--- config.mk ---
export PLATFORM = sky130hd
export DESIGN_NAME = arbitro_memoria_dados
export DESIGN_NICKNAME = d
export VERILOG_FILES = /design/src/rtl/arbitro_pkg.sv /design/src/rtl/ponteiro_rr.sv /design/src/rtl/arbitro_memoria_dados.sv
export SDC_FILE = /design/constraint.sdc
export NUM_CORES = 1
export LEC_CHECK = 0
export BUFFER_PORTS_ARGS = -buffer_cell sky130_fd_sc_hd__buf_2
export CELL_PAD_IN_SITES_DETAIL_PLACEMENT = 1
export CELL_PAD_IN_SITES_GLOBAL_PLACEMENT = 2
export CORE_MARGIN = 5
export CORE_UTILIZATION = 26
export DETAILED_ROUTE_END_ITERATION = 7
export PLACE_DENSITY_LB_ADDON = 0.08
export SLEW_MARGIN = 30
export SYNTH_ARGS = -nofsm -noshare
export SYNTH_HDL_FRONTEND = slang
export SYNTH_SLANG_ARGS = --single-unit
--- constraint.sdc ---
create_clock -name clk -period 1.5 [get_ports clk]
set_input_delay 0.45 -clock clk [delete_from_list [all_inputs] [get_ports clk]]
set_output_delay 0.45 -clock clk [all_outputs]
set_load 0.02 [all_outputs]
--- src/rtl/arbitro_pkg.sv ---
// -----------------------------------------------------------------------------
// arbitro_pkg
// Shared definitions for the data-memory arbiter: the FSM state encoding and
// the port index constants used by the arbiter and its round-robin pointer.
// No ports (package).
// -----------------------------------------------------------------------------
package arbitro_pkg;

    typedef enum logic [1:0] {
        OCIOSO  = 2'd0,
        ACESSO  = 2'd1,
        CONCLUI = 2'd2
    } estado_t;

    localparam logic PORTA_CPU   = 1'b0;
    localparam logic PORTA_CARGA = 1'b1;

endpackage

--- src/rtl/ponteiro_rr.sv ---
// -----------------------------------------------------------------------------
// ponteiro_rr
// Round-robin pointer for the two-port data-memory arbiter. Holds the index of
// the last port served and picks the winner among the current requests.
// Ports:
//   clk, reset   clock, asynchronous active-high reset
//   req_i        {m1_req, m0_req}
//   atualiza_i   strobe: store porta_i as the last port served
//   porta_i      index of the port just served
//   vencedor_o   winning port index (meaningful when valido_o is high)
//   valido_o     at least one request is pending
//   last_gnt_o   index of the last port served (1 out of reset)
// -----------------------------------------------------------------------------
module ponteiro_rr
    import arbitro_pkg::*;
(
    input  logic       clk,
    input  logic       reset,
    input  logic [1:0] req_i,
    input  logic       atualiza_i,
    input  logic       porta_i,
    output logic       vencedor_o,
    output logic       valido_o,
    output logic       last_gnt_o
);

    logic last_gnt_q;

    // Starting at PORTA_CARGA makes the CPU port win the first tie.
    always_ff @(posedge clk or posedge reset) begin
        if (reset) begin
            last_gnt_q <= PORTA_CARGA;
        end else if (atualiza_i) begin
            last_gnt_q <= porta_i;
        end
    end

    always_comb begin
        valido_o = |req_i;
        case (req_i)
            2'b01:   vencedor_o = PORTA_CPU;
            2'b10:   vencedor_o = PORTA_CARGA;
            // On a tie the port that was not served last wins.
            2'b11:   vencedor_o = ~last_gnt_q;
            default: vencedor_o = PORTA_CPU;
        endcase
    end

    assign last_gnt_o = last_gnt_q;

endmodule

--- src/rtl/arbitro_memoria_dados.sv ---
// -----------------------------------------------------------------------------
// arbitro_memoria_dados
// Two-port arbiter in front of the single-port data memory. Port 0 is the CPU
// D_rd/D_wr path, port 1 the loader / I/O master. One transaction at a time:
// OCIOSO picks a winner and latches its command, ACESSO drives the memory for
// MEM_LAT cycles (reads) or one cycle (writes), CONCLUI pulses the winner's
// ack and always returns to OCIOSO, leaving one bubble between transactions.
// Ports:
//   clk, reset                     clock, asynchronous active-high reset
//   m0_req/wr/addr/wdata           port 0 command (hold stable until ack)
//   m0_ack, m0_rdata               port 0 completion pulse, registered read data
//   m1_*                           same for port 1
//   mem_addr/rd/wr/wdata           memory side, zero outside ACESSO
//   mem_rdata                      memory read data
//   busy                           FSM not idle
//   last_gnt                       index of the last port served
// -----------------------------------------------------------------------------
module arbitro_memoria_dados
    import arbitro_pkg::*;
#(
    parameter int ADDR_W  = 8,
    parameter int DATA_W  = 8,
    parameter int MEM_LAT = 1
) (
    input  logic              clk,
    input  logic              reset,
    input  logic              m0_req,
    input  logic              m0_wr,
    input  logic [ADDR_W-1:0] m0_addr,
    input  logic [DATA_W-1:0] m0_wdata,
    output logic              m0_ack,
    output logic [DATA_W-1:0] m0_rdata,
    input  logic              m1_req,
    input  logic              m1_wr,
    input  logic [ADDR_W-1:0] m1_addr,
    input  logic [DATA_W-1:0] m1_wdata,
    output logic              m1_ack,
    output logic [DATA_W-1:0] m1_rdata,
    output logic [ADDR_W-1:0] mem_addr,
    output logic              mem_rd,
    output logic              mem_wr,
    output logic [DATA_W-1:0] mem_wdata,
    input  logic [DATA_W-1:0] mem_rdata,
    output logic              busy,
    output logic              last_gnt
);

    localparam logic [2:0] LAT_C = 3'(MEM_LAT);

    estado_t           estado_q, estado_d;
    logic [2:0]        cont_q, cont_d;
    logic              porta_q, porta_d;
    logic              wr_q, wr_d;
    logic [ADDR_W-1:0] addr_q, addr_d;
    logic [DATA_W-1:0] wdata_q, wdata_d;
    logic [DATA_W-1:0] rdata0_q, rdata0_d;
    logic [DATA_W-1:0] rdata1_q, rdata1_d;

    logic              vencedor;
    logic              valido;
    logic              em_acesso;
    logic              em_conclui;
    logic              sel_wr;
    logic [ADDR_W-1:0] sel_addr;
    logic [DATA_W-1:0] sel_wdata;

    ponteiro_rr u_ponteiro (
        .clk        (clk),
        .reset      (reset),
        .req_i      ({m1_req, m0_req}),
        .atualiza_i (em_conclui),
        .porta_i    (porta_q),
        .vencedor_o (vencedor),
        .valido_o   (valido),
        .last_gnt_o (last_gnt)
    );

    assign sel_wr    = (vencedor == PORTA_CARGA) ? m1_wr    : m0_wr;
    assign sel_addr  = (vencedor == PORTA_CARGA) ? m1_addr  : m0_addr;
    assign sel_wdata = (vencedor == PORTA_CARGA) ? m1_wdata : m0_wdata;

    always_comb begin
        estado_d = estado_q;
        cont_d   = cont_q;
        porta_d  = porta_q;
        wr_d     = wr_q;
        addr_d   = addr_q;
        wdata_d  = wdata_q;
        rdata0_d = rdata0_q;
        rdata1_d = rdata1_q;
        case (estado_q)
            OCIOSO: begin
                if (valido) begin
                    porta_d  = vencedor;
                    wr_d     = sel_wr;
                    addr_d   = sel_addr;
                    wdata_d  = sel_wdata;
                    cont_d   = sel_wr ? 3'd1 : LAT_C;
                    estado_d = ACESSO;
                end
            end
            ACESSO: begin
                cont_d = cont_q - 3'd1;
                // Last access cycle: memory data is valid now for a read.
                if (cont_q == 3'd1) begin
                    if (!wr_q) begin
                        if (porta_q == PORTA_CARGA) begin
                            rdata1_d = mem_rdata;
                        end else begin
                            rdata0_d = mem_rdata;
                        end
                    end
                    estado_d = CONCLUI;
                end
            end
            CONCLUI: estado_d = OCIOSO;
            default: estado_d = OCIOSO;
        endcase
    end

    always_ff @(posedge clk or posedge reset) begin
        if (reset) begin
            estado_q <= OCIOSO;
            cont_q   <= 3'd0;
            porta_q  <= PORTA_CPU;
            wr_q     <= 1'b0;
            rdata0_q <= '0;
            rdata1_q <= '0;
        end else begin
            estado_q <= estado_d;
            cont_q   <= cont_d;
            porta_q  <= porta_d;
            wr_q     <= wr_d;
            rdata0_q <= rdata0_d;
            rdata1_q <= rdata1_d;
        end
    end

    // Address/data latches are only observed through the ACESSO gating below,
    // so they need no reset.
    always_ff @(posedge clk) begin
        addr_q  <= addr_d;
        wdata_q <= wdata_d;
    end

    // Memory side decoded from registered state only: no requester input can
    // reach the strobes combinationally, and reset clears them immediately.
    assign em_acesso  = (estado_q == ACESSO);
    assign em_conclui = (estado_q == CONCLUI);

    assign mem_addr  = em_acesso ? addr_q  : '0;
    assign mem_wdata = em_acesso ? wdata_q : '0;
    assign mem_rd    = em_acesso & ~wr_q;
    assign mem_wr    = em_acesso &  wr_q;

    assign m0_ack   = em_conclui & (porta_q == PORTA_CPU);
    assign m1_ack   = em_conclui & (porta_q == PORTA_CARGA);
    assign m0_rdata = rdata0_q;
    assign m1_rdata = rdata1_q;
    assign busy     = (estado_q != OCIOSO);

endmodule

* Word level (Yosys, flattened, before mapping)
Cells that the tools add are included.
Word-level totals: register bits 40, latch bits 0, bits in writable memories 0, memory bits (read-only) 0, bits of input ports 46, output and inout bits 38, memories 0
Operators by class: add/subtract/negate cells 1, $mul 0, div/mod/pow operators 0, magnitude comparators 0, equal/unequal tests 7, shifts and indexed selects 0, multiplexer cells 11, bitwise operators 7, reductions and logical operators 9
Operators with widths (number):
- $mux 8 | 4
- $reduce_and 4->1 | 2
- $eq 2x2->1 const B | 3
- $pmux 3 s2 | 1
- $reduce_and 2->1 | 3
- $and 1x1->1 | 4
- $mux 2 | 2
- $ne 2x1->1 const B | 2
- $pmux 2 s2 | 1
- $reduce_bool 2->1 | 2
- $eq 3x1->1 const B | 1
- $mux 3 | 1
- $not 1->1 | 3
- $sub 3x1->3 const B | 1
- $eq 2x1->1 const B | 1
- $logic_not 2->1 | 1
- $pmux 1 s2 | 1
- $reduce_or 2->1 | 1
- $mux 1 | 1

* Depth between registers and ports, before layout
depth in word-level cells 3, mapped depth 5

* Hierarchy
Synthesis repeated with hierarchy kept, for this count alone.
Second synthesis, totals: cell total of the unflattened synthesis 127, area total of the unflattened synthesis 1826.8 µm²
By module, submodules not included:
- arbitro_memoria_dados | times used 1, cells an instance 122, area each 1767.9 µm²
- ponteiro_rr | times used 1, cells an instance 5, area each 58.8 µm²

* Worst setup path after synthesis
OpenSTA, ideal clock, no wires.
path type register -> output, start register estado_q[0], end output port mem_addr[3], arrival 1175 ps, data required time 1050 ps, path slack -125 ps, stages on the path, launching flop included 4, path through dfrtp_1 -> nor2b_1 -> clkbuf_1 -> and2_1
Between the ends: cells in the longest elaborated chain, start to end 2
Ends and longest elaborated chain:
- start, declared | line arbitro_memoria_dados.sv:50 | estado_t estado_q, estado_d;
- start signal, assigned | line arbitro_memoria_dados.sv:130 | estado_q <= estado_d;
- $eq 2x1->1 | line arbitro_memoria_dados.sv:148 | assign em_acesso = (estado_q == ACESSO);
- $mux 8 | line arbitro_memoria_dados.sv:151 | assign mem_addr = em_acesso ? addr_q : '0;
- end, declared | line arbitro_memoria_dados.sv:39 | output logic [ADDR_W-1:0] mem_addr,
Every way passes these cells.

* Worst setup path in the final report
start register estado_q[1], end output port m1_ack
Between the ends: cells in the longest elaborated chain, start to end 2
Ends and longest elaborated chain:
- $eq 2x2->1 | line arbitro_memoria_dados.sv:149 | assign em_conclui = (estado_q == CONCLUI);
- $and 1x1->1 | line arbitro_memoria_dados.sv:157 | assign m1_ack = em_conclui & (porta_q == PORTA_CARGA);
- end, declared | line arbitro_memoria_dados.sv:37 | output logic m1_ack,
Every way passes these cells.

==> out/results.ini <==
[cts]
clockBufferDepth = 2
htree_levels = 2
cts.sinks = 40
worstSkewPairLatency_ns = 0.28
cts_tree = built
hold_buffers = 0
root_buffer = clkbuf_8
cts.clk_slew.worst_paths_ns = 0.07
numCtsBuffers = 5

[die]
die-area_mm2 = 0.00869
core_area_mm2 = 0.00676
floorplan.rows = 30
die_x_um = 93.2
die_h_um = 93.2
initial_utilization_pct = 26.7
io_pins = 84

[timing]
slew_headroom_pct = 77.1
rsz0062_at_grt = true
final_period_minus_worst_setup_slack_ns = 1.79
setup_viol = 55
drv_slew = 0
min_period_over_period_pct = 119
skew_ns = 0.00468
max_clock_freq_ghz = 0.558
layout_setup_ws_ns = -0.291
fin_setup_tns_ns = -8.64
whs_ns = 0.200
hold_violations = 0
worst_slew_pin_slew_ns = 0.343

[pwr]
ir_drop_mv = 0.671
total_power_uw = 6390
leakage_uw = 0.00136
p_per_area_mw_per_mm2 = 2230

[global_routing]
grt_usage_pct = 12.0
grt_pass1_wl_um = 8020
grt_pass1_vias = 1686
grt_max_degree = 25
grt_overflow_total = 0
grt_antenna_before_repair = 0

[synth]
synth_nets = 175
synthTopCellsByCount = mux2_2, dfrtp_1, and2_1
ys_seq_area_share_pct = 60.1
synth_cell_types = 24
yosysTopAreaCellShare_pct = 31.9
netlist_area_mm2 = 0.00180
synthCells = 127
yosysTopAreaCell = dfrtp_1
synthArstFlopShare_pct = 60.0
yosysMostFrequentCell = mux2_2
yosysWarnings = 0
netlist_top_cells_area = dfrtp_1, edfxtp_1, mux2_2
ys.flop_type = dfrtp_1
syn_avg_cell_area_um2 = 14.2
synth-seq-cells = 40
synth-edff-count = 16

[worst_setup_path]
slowest_stage = dfrtp_1
cp-start-kind = flip-flop
crit_buf_inv = 2
end_kind = primary output
crit_family = flip-flops
critical_path_peak_fanout = 4
crit_type = flip-flop to primary output
max_stage_delay_ns = 0.41
crit_path_cell_trace = buf_6, or2b_1, nor2_2, buf_6
crit_required_ns = 1.05
cp_data_arrival_time_ns = 1.34
cp_common_cell = buf_6

[route]
wl_per_cell_um = 15.5
via_count = 1397
vias_per_cell = 4.37
drt-pass1-iter-count = 2
finalWirelength_um = 4960
drc_errors = 0
drt-initial-drc-count = 42
final_antenna_net_count = 0

[final_layout]
syn_to_final_growth_pct = 59.2
drive_above_1_share_pct = 73.3
num_antenna_cells = 0
final_nets = 287
fin_cells = 320

[run_status]
violations = setup timing
outcome = finished with violations

[worst_hold_path]
hold_path_class = input pin to asynchronous set/reset pin

[placement]
placed_cells = 299
dpl.hpwl_um = 3700
gp_congestion = 0.749
io_buffers = 83

[run]
max-cap-violations = 0

-- kinds of logic after synthesis --
logic type	count (synthesis)	share of synthesized area, %
DFF	40	60.1
muxes	34	21.3
buffers and inverters	8	2.08
xor gates and xnor gates	1	0.486
AOI/OAI and AO/OA	7	2.50
adders and majority gates	2	1.39
and+or+nand+nor	35	12.2
-- cells in the final DEF (no fill, tap or decap), types with 3 or more instances in the layout --
| cell | Yosys | layout |
|---|---|---|
| inv_1 | 6 | 4 |
| clkbuf_8 | 0 | 6 |
| buf_2 | 0 | 61 |
| buf_12 | 0 | 3 |
| nor2_1 | 8 | 5 |
| and2_4 | 0 | 17 |
| buf_6 | 1 | 29 |
| mux2_2 | 34 | 32 |
| buf_4 | 0 | 14 |
| edfxtp_1 | 16 | 16 |
| dfrtp_1 | 23 | 23 |
-- metrics by stage --
step	worst slack, ns	instance area [um^2]	utilization [%]
3_3_place_gp	-0.219	2420	35.8
3_5_place_dp	-0.276	2420	35.8
6_report	-0.291	2870	42.5
2_1_floorplan	0.00690	1810	-
5_1_grt	-0.363	2870	42.5
4_1_cts	-0.325	2800	41.4
-- report_power, final --
group | internal, uW | total, uW | switching, uW
sequential | 1670 | 1920 | 256
clock | 375 | 722 | 347
combinational | 2000 | 3750 | 1750
total | 4040 | 6390 | 2350
-- what timing repair did --
action	4_1_cts	5_1_grt
pin swaps	15	7
setup endpoints to repair	30	55
gates resized for setup	73	9
buffers inserted	7	6
cloned	1	0
-- metal layers --
metal  global-route usage [%]  up-vias  routed length [um]
li1                         -      667                   -
met5                        0        -                   0
met4                     3.66        0                  59
met1                     13.5      681                2010
met3                     4.26        6                 308
met2                     21.1       43                2590
-- registers in the layout, summed over array words and instances, names as in the netlist --
signal                 flops
addr_q                     8
cont_q                     3
estado_q                   2
m0_rdata                   8
m1_rdata                   8
porta_q                    1
u_ponteiro.last_gnt_o      1
wdata_q                    8
wr_q                       1
-- worst paths after layout --
kind	start	endpoint	slack (ns)	cells past startpoint
min in group clk	mem_rdata[7]	m0_rdata[7]$_DFFE_PP0P_	0.41	2
setup / recovery	estado_q[1]$_DFFE_PP0P_	m1_ack	-0.29	4
max in group asynchronous	reset	u_ponteiro.last_gnt_o$_DFFE_PP1N_	1.01	3
setup reg to reg	estado_q[1]$_DFFE_PP0P_	m1_rdata[6]$_DFFE_PP0P_	-0.17	5
hold / removal	reset	m0_rdata[1]$_DFFE_PP0P_	0.20	3
hold reg to reg	m1_rdata[2]$_DFFE_PP0P_	m1_rdata[2]$_DFFE_PP0P_	0.51	1
-- area by class of cell --
cell class                 instances  area (um^2)
sequential                        40         1080
multi-input combinational         79          777
fill                             731         3890
clock buffer                       8         90.1
tap                               80          100
timing repair buffer             107          797
inverter                           6         22.5
-- worst min-delay path, cell delays in order --
cell   delay (ns)
buf_2        0.10
inv_1        0.04
buf_4        0.29
Note: power is estimated with default switching activity, not from simulation.
